File: config.mk
export PLATFORM = sky130hd
export DESIGN_NAME = spi_responder
export DESIGN_NICKNAME = d
export VERILOG_FILES = /design/src/rtl/spi_responder.sv
export SDC_FILE = /design/constraint.sdc
export NUM_CORES = 1
export LEC_CHECK = 0
export CORE_AREA = 8 8 75 77
export DETAILED_ROUTE_END_ITERATION = 7
export DIE_AREA = 0 0 83 85
export GPL_TIMING_DRIVEN = 0
export PLACE_DENSITY = 0.85
export SLEW_MARGIN = 20
export SYNTH_ARGS = -nofsm -noshare
export SYNTH_HDL_FRONTEND = slang
export SYNTH_SLANG_ARGS = --single-unit
File: constraint.sdc
create_clock -name sck -period 6.7 [get_ports sck]
set_input_delay 1.34 -clock sck [delete_from_list [all_inputs] [get_ports sck]]
set_output_delay 1.34 -clock sck [all_outputs]
set_load 0.005 [all_outputs]
File: src/rtl/spi_responder.sv
// SPI responder: 8-bit MSB-first frames counted on sck edges, TX FIFO push port, RX byte strobe.
// Optional: define SPI_RESPONDER_ECHO_EN to echo the completed RX byte when the TX FIFO runs dry.
module spi_responder #(
  parameter int          FIFO_DEPTH = 4,
  parameter logic [7:0]  FILL_BYTE  = 8'hFF
) (
  input  logic                          sck,
  input  logic                          rst,
  input  logic                          mosi,
  output logic                          miso,
  input  logic [7:0]                    tx_data,
  input  logic                          tx_valid,
  output logic                          tx_ready,
  output logic [7:0]                    rx_data,
  output logic                          rx_valid,
  output logic [$clog2(FIFO_DEPTH):0]   tx_level,
  output logic                          underrun,
  output logic [2:0]                    bit_cnt
);

  localparam int AW = $clog2(FIFO_DEPTH);

  logic [7:0]  r_mem [FIFO_DEPTH];
  logic [AW:0] r_wr_ptr;
  logic [AW:0] r_rd_ptr;
  logic        r_tx_ready;
  logic [2:0]  r_bit_cnt;
  logic [7:0]  r_tx_shift;
  logic [6:0]  r_rx_shift;
  logic [7:0]  r_rx_data;
  logic        r_rx_valid;
  logic        r_underrun;

  logic        w_empty;
  logic        w_push;
  logic        w_pop;
  logic        w_boundary;
  logic [7:0]  w_rx_byte;
  logic [7:0]  w_dry_byte;
  logic [AW:0] w_wr_next;
  logic [AW:0] w_rd_next;
  logic        w_full_next;

  assign w_empty    = (r_wr_ptr == r_rd_ptr);
  // tx_ready is the pre-edge !full, so a same-edge pop never admits a push into a full FIFO
  assign w_push     = tx_valid && r_tx_ready;
  assign w_boundary = (r_bit_cnt == 3'd7);
  assign w_pop      = w_boundary && !w_empty;
  assign w_rx_byte  = {r_rx_shift, mosi};
  assign w_wr_next  = r_wr_ptr + {{AW{1'b0}}, w_push};
  assign w_rd_next  = r_rd_ptr + {{AW{1'b0}}, w_pop};
  assign w_full_next = (w_wr_next[AW-1:0] == w_rd_next[AW-1:0]) &&
                       (w_wr_next[AW] != w_rd_next[AW]);

`ifdef SPI_RESPONDER_ECHO_EN
  assign w_dry_byte = w_rx_byte;
`else
  assign w_dry_byte = FILL_BYTE;
`endif

  always_ff @(posedge sck) begin
    if (rst && w_push) begin
      r_mem[r_wr_ptr[AW-1:0]] <= tx_data;
    end
  end

  always_ff @(posedge sck) begin
    if (!rst) begin
      r_wr_ptr   <= '0;
      r_rd_ptr   <= '0;
      r_tx_ready <= 1'b0;
      r_bit_cnt  <= 3'd0;
      r_tx_shift <= FILL_BYTE;
      r_rx_shift <= 7'd0;
      r_rx_data  <= 8'd0;
      r_rx_valid <= 1'b0;
      r_underrun <= 1'b0;
    end else begin
      r_wr_ptr   <= w_wr_next;
      r_rd_ptr   <= w_rd_next;
      r_tx_ready <= !w_full_next;
      r_rx_valid <= 1'b0;
      if (w_boundary) begin
        r_bit_cnt  <= 3'd0;
        r_rx_data  <= w_rx_byte;
        r_rx_valid <= 1'b1;
        r_rx_shift <= w_rx_byte[6:0];
        if (!w_empty) begin
          r_tx_shift <= r_mem[r_rd_ptr[AW-1:0]];
        end else begin
          r_tx_shift <= w_dry_byte;
          r_underrun <= 1'b1;
        end
      end else begin
        r_bit_cnt  <= r_bit_cnt + 3'd1;
        r_rx_shift <= w_rx_byte[6:0];
        r_tx_shift <= {r_tx_shift[6:0], 1'b0};
      end
    end
  end

  assign miso     = r_tx_shift[7];
  assign tx_ready = r_tx_ready;
  assign rx_data  = r_rx_data;
  assign rx_valid = r_rx_valid;
  assign tx_level = r_wr_ptr - r_rd_ptr;
  assign underrun = r_underrun;
  assign bit_cnt  = r_bit_cnt;

endmodule

==> results.yml <==
synth:
  synth_cells: 162
  ys.warnings.count: 0
  ys_seq_elements: 67
  synthesis.nets: 183
  distinct_cell_type_count_after_synthesis: 25
  syn-cell-area_um2: 2500
  synth_sequential_area_ratio_pct: 66.5
  avgSynthCellArea_um2: 15.4
global_route:
  grt_pass1_vias: 1503
  grt_max_degree: 12
  antenna_found_initial: 0
  grt_remaining_overflow: 0
  grt_pass1_wl_um: 7650
  gr-usage-all-layers_pct: 14.2
critical_path:
  cp.arrival_ps: 2160
  cp_top_family: "buffers and inverters"
  timing.rr.start: "r_rd_ptr[1]"
  worst_setup_path_end_kind: "output port"
  worstRegToRegCells: 10
  cp_max_fanout: 5
  required_time_reported_for_the_critical_path_endpoint_ps: 5360
  setup.worst_path.class: "reg -> out"
  critical-path-slowest-cell: "sky130_fd_sc_hd__clkdlybuf4s50_1"
  worst-r2r-setup-slack_ps: 4330
  cp_cell_sequence: "inv_1 -> ha_1 -> fa_1 -> xnor2_1 -> clkdlybuf4s50_1"
  worst_setup_path_start_kind: "flop"
  rr_endpoint: "tx_ready"
  max_stage_delay_ps: 520
  crit_buf_inv: 2
timing:
  worst_pin_slew_ps: 829
  setup_ws_ps: 3200
  timing.slew.headroom_pct: 44.5
  rsz0062_at_grt: "no"
  period_share_pct: 52.3
  period_minus_slack_ps: 3500
  skew_ps: 6.48
  report.final.setup_viol: 0
  report.final.hold_viol_count: 0
  timing.final.max_slew_violations: 0
  highest_attainable_clock_frequency_mhz: 286
  timing.setup.tns_ps: 0
placed_design:
  post_place_setup_slack_ps: 3360
  detailedPlacementHpwl_um: 3340
  place_area_um2: 2870
  placement.io_buffers: 29
  place.detailed.instances: 245
  gpl.final_weighted_congestion: 0.753
detailed_routing:
  detailroute.wirelength.met2_um: 2500
  drtIter0Drc: 102
  drt_pass1_iterations: 4
  vias_per_cell: 5.26
  routedLengthMet1_um: 1950
  antenna_violating_nets_post_route: 0
  highest_layer: "met4"
  finalWirelength_um: 4740
  post_drt_wl_per_cell_um: 18.2
  routed-via-count: 1374
  routed-wl-met3_um: 203
  drt_drc_violations_left: 0
min_path:
  timing.hold.worst.start: "bit_cnt[0]"
  instance_count_along_the_most_critical_hold_path: 1
  timing.hold.worst.class: "reg -> reg"
  hold_end: "bit_cnt[0]"
floorplan:
  floorplan.core_area_um2: 4540
  fp-row-count: 25
  num_io_pins: 30
  design.die.area_um2: 7060
  chipHeight_um: 85
  die_width_um: 83
  initial_utilization_pct: 55.1
clocking:
  cts_setup_buffers: 0
  cts_repair_resize_count: 0
  numCtsBuffers: 9
  clock_tree.root_cell: "sky130_fd_sc_hd__clkbuf_8"
  clock_tree_from_tritoncts: "built"
  cts-htree-levels: 3
  clkSinkCount: 67
  clk-insertion-delay-late_ps: 330
  cts_buffer_depth: 2
  path_clk_slew_ps: 70
  cts.hold.buffers_added: 0
power_and_ir_drop:
  peakVddDrop_v: 0.000216
  sequentialPowerShare_pct: 54.4
  proportion_of_power_drawn_by_the_clock_network_pct: 41.3
  power-per-cell-area_nw_per_um2: 264
  netsw_uw: 162
  comb_power_share_pct: 4.3
  internal-power_uw: 647
  total_leakage_power_uw: 0.00112
  switching_share_pct: 20.0
finish:
  postLayoutCoreUtil_pct: 67.6
  n_antenna_cell: 0
  area.growth.synth_to_final_pct: 22.6
  layout.cells.non_filler: 261
  nNetsFinal: 223
  layout-drive-gt1-share_pct: 13.5
  finished_cell_area_um2: 3060
status:
  outcome: "completed"
run:
  max-cap-violations: 0
state kept, by name (all words and copies together) (netlist names):
name,flops
r_rx_shift,7
rx_data,8
tx_ready,1
r_rd_ptr,3
r_mem,32
bit_cnt,3
underrun,1
r_wr_ptr,3
rx_valid,1
r_tx_shift,8
layout by cell type, fill, tap and decap left out, types with 2 or more instances in the layout:
master	count
sky130_fd_sc_hd__edfxtp_1	32
sky130_fd_sc_hd__xnor2_1	3
sky130_fd_sc_hd__clkbuf_8	11
sky130_fd_sc_hd__dfxtp_1	35
sky130_fd_sc_hd__o22a_1	7
sky130_fd_sc_hd__clkbuf_1	7
sky130_fd_sc_hd__and2_1	17
sky130_fd_sc_hd__mux2i_1	8
sky130_fd_sc_hd__nor3_2	2
sky130_fd_sc_hd__nand2_1	2
sky130_fd_sc_hd__nor2b_1	10
sky130_fd_sc_hd__nor2_1	3
sky130_fd_sc_hd__inv_1	7
sky130_fd_sc_hd__nand3_1	2
sky130_fd_sc_hd__mux4_2	8
sky130_fd_sc_hd__ha_1	8
sky130_fd_sc_hd__xor2_1	4
sky130_fd_sc_hd__buf_2	2
sky130_fd_sc_hd__clkdlybuf4s50_1	29
synth_stat cells:
| master | instances | area [µm²] |
|---|---|---|
| sky130_fd_sc_hd__nor2_1 | 3 | 11.3 |
| sky130_fd_sc_hd__nor2b_1 | 10 | 62.6 |
| sky130_fd_sc_hd__xnor2_2 | 1 | 16.3 |
| sky130_fd_sc_hd__dfxtp_1 | 35 | 701 |
| sky130_fd_sc_hd__mux2i_1 | 8 | 80.1 |
| sky130_fd_sc_hd__buf_6 | 1 | 11.3 |
| sky130_fd_sc_hd__o22a_1 | 7 | 61.3 |
| sky130_fd_sc_hd__ha_1 | 8 | 100 |
| sky130_fd_sc_hd__nand2_1 | 2 | 7.51 |
| sky130_fd_sc_hd__a31oi_1 | 1 | 6.26 |
| sky130_fd_sc_hd__nand2b_1 | 1 | 6.26 |
| sky130_fd_sc_hd__fa_1 | 1 | 20.0 |
| sky130_fd_sc_hd__and2_1 | 17 | 106 |
| sky130_fd_sc_hd__xor2_1 | 4 | 35.0 |
| sky130_fd_sc_hd__a41oi_1 | 1 | 8.76 |
| sky130_fd_sc_hd__buf_2 | 2 | 10.0 |
| sky130_fd_sc_hd__nand3_1 | 2 | 10.0 |
| sky130_fd_sc_hd__edfxtp_1 | 32 | 961 |
| sky130_fd_sc_hd__xnor2_1 | 3 | 26.3 |
| sky130_fd_sc_hd__o31a_1 | 1 | 8.76 |
| sky130_fd_sc_hd__mux4_2 | 8 | 180 |
| sky130_fd_sc_hd__nor3_1 | 2 | 10.0 |
| sky130_fd_sc_hd__clkbuf_1 | 4 | 15.0 |
| sky130_fd_sc_hd__a31o_4 | 1 | 17.5 |
| sky130_fd_sc_hd__inv_1 | 7 | 26.3 |
layer usage:
metal / vias up / global-route usage [%]
met5: - / 0
met4: 0 / 9.58
met3: 11 / 4.21
met2: 24 / 24.4
met1: 677 / 14.7
li1: 662 / -
through the flow:
stage               hold slack (ps)  power (µW)
floorplan                       430         464
global placement                426         481
detailed placement              439         484
CTS                             456         814
global route                    486         835
finish                          455         810
kinds of logic (layout without fill, tap and decap cells):
logic type,after synthesis,count (layout),share of synthesized area (%)
xor gates and xnor gates,8,8,3.10
muxes,16,16,10.4
buffers and inverters,14,59,2.50
AOI/OAI and AO/OA,11,11,4.11
and+or+nand+nor,37,37,8.56
DFF,67,67,66.5
adders and majority gates,9,9,4.81
power by group through the flow:
| stage | clock network, µW | registers (µW) | logic [µW] |
|---|---|---|---|
| floorplan | 0 | 448 | 15.6 |
| global placement | 0 | 448 | 32.4 |
| detailed placement | 0 | 449 | 34.9 |
| CTS | 339 | 440 | 35.5 |
| global route | 356 | 441 | 38.6 |
| finish | 334 | 440 | 35.2 |
final cells by class:
cell class                      count  area (µm²)
Clock inverter                      2        35.0
Tap cell                           54        67.6
Timing Repair Buffer               29         290
Clock buffer                       14         163
Multi-Input combinational cell     81         785
Fill cell                         299        1470
Buffer                              7        36.3
Sequential cell                    67        1660
Inverter                            7        26.3
how the worst max path moves through the flow:
stage / start / slack (ps) / cells after the start / end
final: r_wr_ptr[0] / 3200 / 5 / tx_level[2]
after global routing: r_wr_ptr[0] / 3070 / 5 / tx_level[2]
after CTS: r_wr_ptr[0] / 3170 / 5 / tx_level[2]
after detailed placement: rst / 3360 / 4 / r_mem[1][7]
after global placement: rst / 3080 / 4 / r_mem[0][6]
after floorplan: rst / 4070 / 3 / r_mem[0][0]
Power figures use the tool's default switching activity.
